$ cat config.mk
export PLATFORM = sky130hd
export DESIGN_NAME = wait_fare
export DESIGN_NICKNAME = d
export VERILOG_FILES = /design/src/rtl/wait_fare.sv
export SDC_FILE = /design/constraint.sdc
export NUM_CORES = 1
export LEC_CHECK = 0
export ABC_AREA = 1
export ABC_CLOCK_PERIOD_IN_PS = 4800
export BUFFER_PORTS_ARGS = -buffer_cell sky130_fd_sc_hd__buf_2
export CELL_PAD_IN_SITES_DETAIL_PLACEMENT = 1
export CELL_PAD_IN_SITES_GLOBAL_PLACEMENT = 1
export CORE_UTILIZATION = 41
export CTS_CLUSTER_DIAMETER = 80
export CTS_CLUSTER_SIZE = 40
export DETAILED_ROUTE_END_ITERATION = 6
export GPL_TIMING_DRIVEN = 1
export HOLD_SLACK_MARGIN = 0.03
export PLACE_DENSITY = 0.78
export SLEW_MARGIN = 40
export SYNTH_ARGS = -nofsm -noshare
export SYNTH_HDL_FRONTEND = slang
export SYNTH_SLANG_ARGS = --single-unit
$ cat constraint.sdc
create_clock -name clk -period 4.8 [get_ports clk]
set_clock_uncertainty 0.1 [all_clocks]
set_input_delay 0.96 -clock clk [delete_from_list [all_inputs] [get_ports clk]]
set_output_delay 0.96 -clock clk [all_outputs]
set_load 0.02 [all_outputs]
$ cat src/rtl/wait_fare.sv
// Waiting-time surcharge for the taxi fare totaliser: counts stationary seconds while hired
// and accumulates a saturating packed-BCD fare plus BCD waiting minutes.
module wait_fare #(
    parameter int unsigned WAIT_UNIT_S   = 300,
    parameter logic [15:0] WAIT_RATE_BCD = 16'h0010
) (
    input  logic        clk,
    input  logic        rst,
    input  logic        trip_active,
    input  logic        moving,
    input  logic        tick_1s,
    output logic [15:0] wait_fare_bcd,
    output logic [7:0]  wait_min_bcd,
    output logic        waiting,
    output logic        wait_sat
);

    typedef enum logic [1:0] {
        ST_IDLE,
        ST_MOVING,
        ST_WAITING
    } state_t;

    localparam logic [11:0] UNIT_LAST = 12'(WAIT_UNIT_S - 1);
    localparam logic [5:0]  SEC_LAST  = 6'd59;

    state_t      r_state;
    state_t      w_next_state;
    logic        r_trip_q;
    logic [11:0] r_unit_cnt;
    logic [5:0]  r_sec_cnt;
    logic [15:0] r_fare;
    logic [7:0]  r_min;
    logic        r_waiting;
    logic        r_sat;

    logic        w_trip_start;
    logic        w_count;
    logic [16:0] w_add;

    // Four-digit BCD adder; bit 16 is the carry out of the thousands digit.
    function automatic logic [16:0] bcd_add(input logic [15:0] a, input logic [15:0] b);
        logic [15:0] sum;
        logic        carry;
        logic [4:0]  s;
        sum   = '0;
        carry = 1'b0;
        for (int i = 0; i < 4; i++) begin
            s = {1'b0, a[4*i +: 4]} + {1'b0, b[4*i +: 4]} + {4'd0, carry};
            if (s > 5'd9) begin
                sum[4*i +: 4] = 4'(s - 5'd10);
                carry         = 1'b1;
            end else begin
                sum[4*i +: 4] = s[3:0];
                carry         = 1'b0;
            end
        end
        return {carry, sum};
    endfunction

    function automatic logic [7:0] bcd_min_inc(input logic [7:0] m);
        logic [7:0] r;
        if (m == 8'h99) begin
            r = m;
        end else if (m[3:0] == 4'd9) begin
            r = {m[7:4] + 4'd1, 4'd0};
        end else begin
            r = {m[7:4], m[3:0] + 4'd1};
        end
        return r;
    endfunction

    assign w_trip_start = trip_active & ~r_trip_q;
    assign w_count      = (r_state == ST_WAITING) & tick_1s;
    assign w_add        = bcd_add(r_fare, WAIT_RATE_BCD);

    // NOTE: next_state gets a default before any branch so no path leaves it unassigned (no latch).
    always_comb begin
        w_next_state = r_state;
        if (!trip_active) begin
            w_next_state = ST_IDLE;
        end else if (!moving) begin
            w_next_state = ST_WAITING;
        end else begin
            w_next_state = ST_MOVING;
        end
    end

    // NOTE: sequential state uses non-blocking assignments so every register samples pre-edge values.
    always_ff @(posedge clk) begin
        if (rst) begin
            r_state <= ST_IDLE;
        end else begin
            r_state <= w_next_state;
        end
    end

    always_ff @(posedge clk) begin
        if (rst) begin
            r_trip_q   <= 1'b0;
            r_waiting  <= 1'b0;
            r_unit_cnt <= '0;
            r_sec_cnt  <= '0;
            r_fare     <= '0;
            r_min      <= '0;
            r_sat      <= 1'b0;
        end else begin
            r_trip_q  <= trip_active;
            r_waiting <= (w_next_state == ST_WAITING);
            if (w_trip_start) begin
                // A new hire wipes the previous trip; a coincident tick is discarded.
                r_unit_cnt <= '0;
                r_sec_cnt  <= '0;
                r_fare     <= '0;
                r_min      <= '0;
                r_sat      <= 1'b0;
            end else if (w_count) begin
                if (r_unit_cnt == UNIT_LAST) begin
                    r_unit_cnt <= '0;
                    if (!r_sat) begin
                        if (w_add[16]) begin
                            r_fare <= 16'h9999;
                            r_sat  <= 1'b1;
                        end else begin
                            r_fare <= w_add[15:0];
                        end
                    end
                end else begin
                    r_unit_cnt <= r_unit_cnt + 12'd1;
                end

                if (r_sec_cnt == SEC_LAST) begin
                    r_sec_cnt <= '0;
                    r_min     <= bcd_min_inc(r_min);
                end else begin
                    r_sec_cnt <= r_sec_cnt + 6'd1;
                end
            end
        end
    end

    assign wait_fare_bcd = r_fare;
    assign wait_min_bcd  = r_min;
    assign waiting       = r_waiting;
    assign wait_sat      = r_sat;

endmodule

==> metrics list <==
- Result of the run: completed
* Leading post-synthesis cells by cell area: dfxtp_1 36%, nand2_1 12%, nand3_1 7.1%, inv_1 7.0%, nor2_1 7.0%
- Remaining Overflow, GRT: 0
- Cell accounting for the most synthesized area: dfxtp_1
* Capturing point of the worst reg2reg path: wait_fare_bcd[8]$_SDFFE_PP0P_
* Ratio of cells with drive above 1 in the final layout: 0.149
- The Yosys step of the flow raised 0 warnings.
- Part of the Yosys area used for sequential elements: 0.364
- Path class of the lowest-slack min-delay path: reg -> reg
* Overall power consumption: 0.672 mW
* Count of standard-cell rows: 28
- Once detailed placement completed, the half-perimeter wirelength came to about 4.8 mm.
- Of all nets on the critical path, the largest fanout is 8.
- Synthesized area divided by synthesized cell count: 6.88 µm²
- Synthesis inferred between 40 and 50 register bits.
- Floorplan die area: approximately 6500 µm²
- The worst setup path is launched from a register.
- The synthesized design contains 0 enable-type register cells.
- Worst-path clk slew: about 0.09 ns
* Routed vias/inst: about 5.0
- Slowest cell on the critical path: o21ai_1
- 31 I/O pins were placed.
- Once placement completed, the tool counted placed cells totaling 470.
- Vertical extent of the die: approximately 81 µm
* Transition time at the pin with the least slew margin: 0.629 ns
- The number of nets handed over by synthesis was 386.
* Kind of cell with the highest combined delay on the critical path: adder cells
- Synthesis produced a netlist whose cell count is approximately 370.
- For flop-to-flop paths, the worst setup slack is ~0.43 ns.
* Total negative slack: 0 ns
- Walking the worst path, the cells encountered are o21ai_1 -> ha_1 -> inv_1 -> ha_1 -> inv_1 -> nand3_1 -> nand3_1 -> nand2_1 -> ha_1 -> ha_1 -> inv_1 -> nand3_1 -> nand2_1 -> nand2_1 -> ha_1 -> ha_1 -> a21oi_1 -> nand2_1 -> nand2_2 -> inv_2 -> nor2_4 -> inv_1 -> nor2_1 -> nor2_1.
- Number of gates resized after cts: 0
* Max-cap check violation count: 0
* Final instance count without filler cells: between 400 and 500
* Post-synth cell types: 32
* Part of the cycle the worst path needs: 0.911
- Post-DRT Antenna Nets: 0
- The via count of the first global-routing pass came to 2346.
* Number of buffers added for setup after CTS: 0
* Layout net count: 420
- Buffers inserted to repair hold after CTS numbered 0.
- Initial cell density of the core: 0.425
* IR drop worst, VDD: between 100 and 150 µV
- First-pass GRT wire length: about 11 mm
* TritonCTS clock tree: built
- The clock drives 46 sinks.
- Unrepaired setup endpoints after global routing: no
* Worst r2r path cells: 24
- Cell Pwr Density: between 200 and 250 nW/µm²
- The number of max-slew violations in the final report is 0.
- Of the post-synthesis cell area, the dominant cell type holds 0.364.
* Pin count of the biggest net entering global routing: 20
- Layout Area Growth over Synthesis: 13.1%
* Clock network latency to the later pin of the worst-skew pair: about 0.30 ns
* Weighted congestion at the end of routability-driven global placement: approximately 0.9
- Most repeated library cell on the critical path: ha_1
* CTS Buf Count: 5
- The worst hold path begins at wait_fare_bcd[0]$_SDFFE_PP0P_.
* Port Buffer Count: 30
- In the final routed layout, each cell accounts on average for 12.8 µm.
- Detailed-route wire length: ~6 mm
* GRT Overall Usage: 0.209
- Slew margin rel.: 0.577
- In this run the deepest clock path goes through 2 buffers.
* Leakage: about 1.2 nW
- Initial antenna violation count: 0
* Detailed-route DRC error count: 0
- Counting both buffers and inverters, the worst setup path holds a total of 5.
- DR vias: between 2000 and 2500
- For this run, the top clock speed supported by timing is about 0.23 GHz.
- In this run the critical register-to-register path is launched from wait_fare_bcd[2]$_SDFFE_PP0P_.
- Violation count after the first detailed-route iteration: 54
* Data arrival time at the worst-slack endpoint: between 4 and 5 ns
- CTS root buf: clkbuf_8
* Critical path type: reg -> reg
- In this design, the stage delay of the slowest critical-path cell is between 0.3 and 0.4 ns.
* Hold Vio Cnt, Final: 0
- The H-tree was split into 2 levels.
- The mapped netlist covers between 2000 and 3000 µm².
- FFs w/ async S/R, synth: 0
- Cells on Worst Hold Path: 2
- DR pass1 iterations: 4
* Minimum period implied by the final worst setup slack: about 4.4 ns
- Measured along the x axis, the die boundary spans a little over 80 µm.
- Required time at the worst-slack endpoint: between 4 and 5 ns
- Primary FF master, synth: dfxtp_1
- Capture endpoint of the worst hold path: wait_fare_bcd[0]$_SDFFE_PP0P_
* Core ar.: approximately 6000 µm²
* Kind of end point of the critical path: register
- Setup violations remaining at the end of the flow were counted as 0.
- 0 antenna diodes ended up in the layout.
-- cell families after synthesis --
kind of cell / count (synthesis) / share of synthesized area
compound gates: 50 / 0.107
xor+xnor: 9 / 0.0311
fa+ha+maj: 13 / 0.0642
buf+inv: 59 / 0.0919
flops: 46 / 0.364
simple gates: 191 / 0.342
-- registers in the layout, summed over array words and instances (netlist names) --
| name | flops |
|---|---|
| wait_fare_bcd | 16 |
| r_unit_cnt | 12 |
| wait_min_bcd | 8 |
| r_sec_cnt | 6 |
| r_state | 2 |
| r_trip_q | 1 |
| wait_sat | 1 |
-- synthesized netlist by cell type, drive strengths merged (2+ instances only) --
cell type / n
a21oi: 28
buf: 3
clkinv: 2
dfxtp: 46
ha: 13
inv: 53
nand2: 81
nand3: 39
nand4: 7
nor2: 54
nor3: 6
nor3b: 3
o21ai: 16
o21bai: 3
xnor2: 2
xor2: 7
-- layer usage --
layer	wire length, µm	track usage
met1	2970	0.258
met2	2920	0.358
met3	137	0.0386
met4	96	0.0750
met5	0	0
-- report_power, final --
group | internal, mW | switching [mW] | leakage (nW)
clock | 0.132 | 0.136 | 0.0544
sequential | 0.383 | 0.00107 | 0.371
combinational | 0.00515 | 0.0140 | 0.797
-- worst max path at each step --
stage	startpoint	to	slack [ns]	cells past startpoint
after global routing	wait_fare_bcd[2]$_SDFFE_PP0P_	wait_fare_bcd[8]$_SDFFE_PP0P_	0.006	24
after CTS	wait_fare_bcd[1]$_SDFFE_PP0P_	wait_fare_bcd[8]$_SDFFE_PP0P_	0.43	24
after floorplan	wait_fare_bcd[2]$_SDFFE_PP0P_	wait_fare_bcd[12]$_SDFFE_PP0P_	0.97	24
after detailed placement	wait_fare_bcd[2]$_SDFFE_PP0P_	wait_fare_bcd[8]$_SDFFE_PP0P_	0.48	24
final	wait_fare_bcd[2]$_SDFFE_PP0P_	wait_fare_bcd[8]$_SDFFE_PP0P_	0.43	24
after global placement	wait_fare_bcd[2]$_SDFFE_PP0P_	wait_fare_bcd[8]$_SDFFE_PP0P_	0.76	26
-- stage by stage --
stage                     instance area, µm²  utilization  hold WS (ns)  setup slack [ns]
after floorplan                         2530            -         0.339             0.966
after global placement                  2760        0.463         0.338             0.760
after detailed placement                2760        0.463         0.354             0.482
after CTS                               2860        0.481         0.367             0.430
after global routing                    2860        0.481         0.407           0.00635
final                                   2860        0.481         0.358             0.430
-- tightest hold or removal path: stages, from the launching register on --
cell and delay [ns]:
dfxtp_1 0.32, inv_1 0.05, a21oi_1 0.05
-- cells in the final DEF, fill, tap and decap left out, types with 3 or more instances in the layout --
cell      Yosys  layout
a21oi_1      27      27
buf_2         1      30
clkbuf_8      0       7
dfxtp_1      46      46
ha_1         13      13
inv_1        47      47
inv_2         6       6
nand2_1      78      78
nand2_2       3       3
nand3_1      36      36
nand4_1       7       7
nor2_1       47      47
nor2_2        4       4
nor2_4        3       3
nor3_1        6       6
nor3b_1       3       3
o21ai_0      14      14
o21bai_1      3       3
xor2_1        7       7
-- area by class of cell --
type	count	area, µm²
Fill cell	814	3090
Timing Repair Buffer	31	158
Clock inverter	1	8.76
Clock buffer	7	96.3
Tap cell	75	93.8
Multi-Input combinational cell	263	1380
Inverter	55	208
Sequential cell	46	921
(Power assumes the default switching activity.)
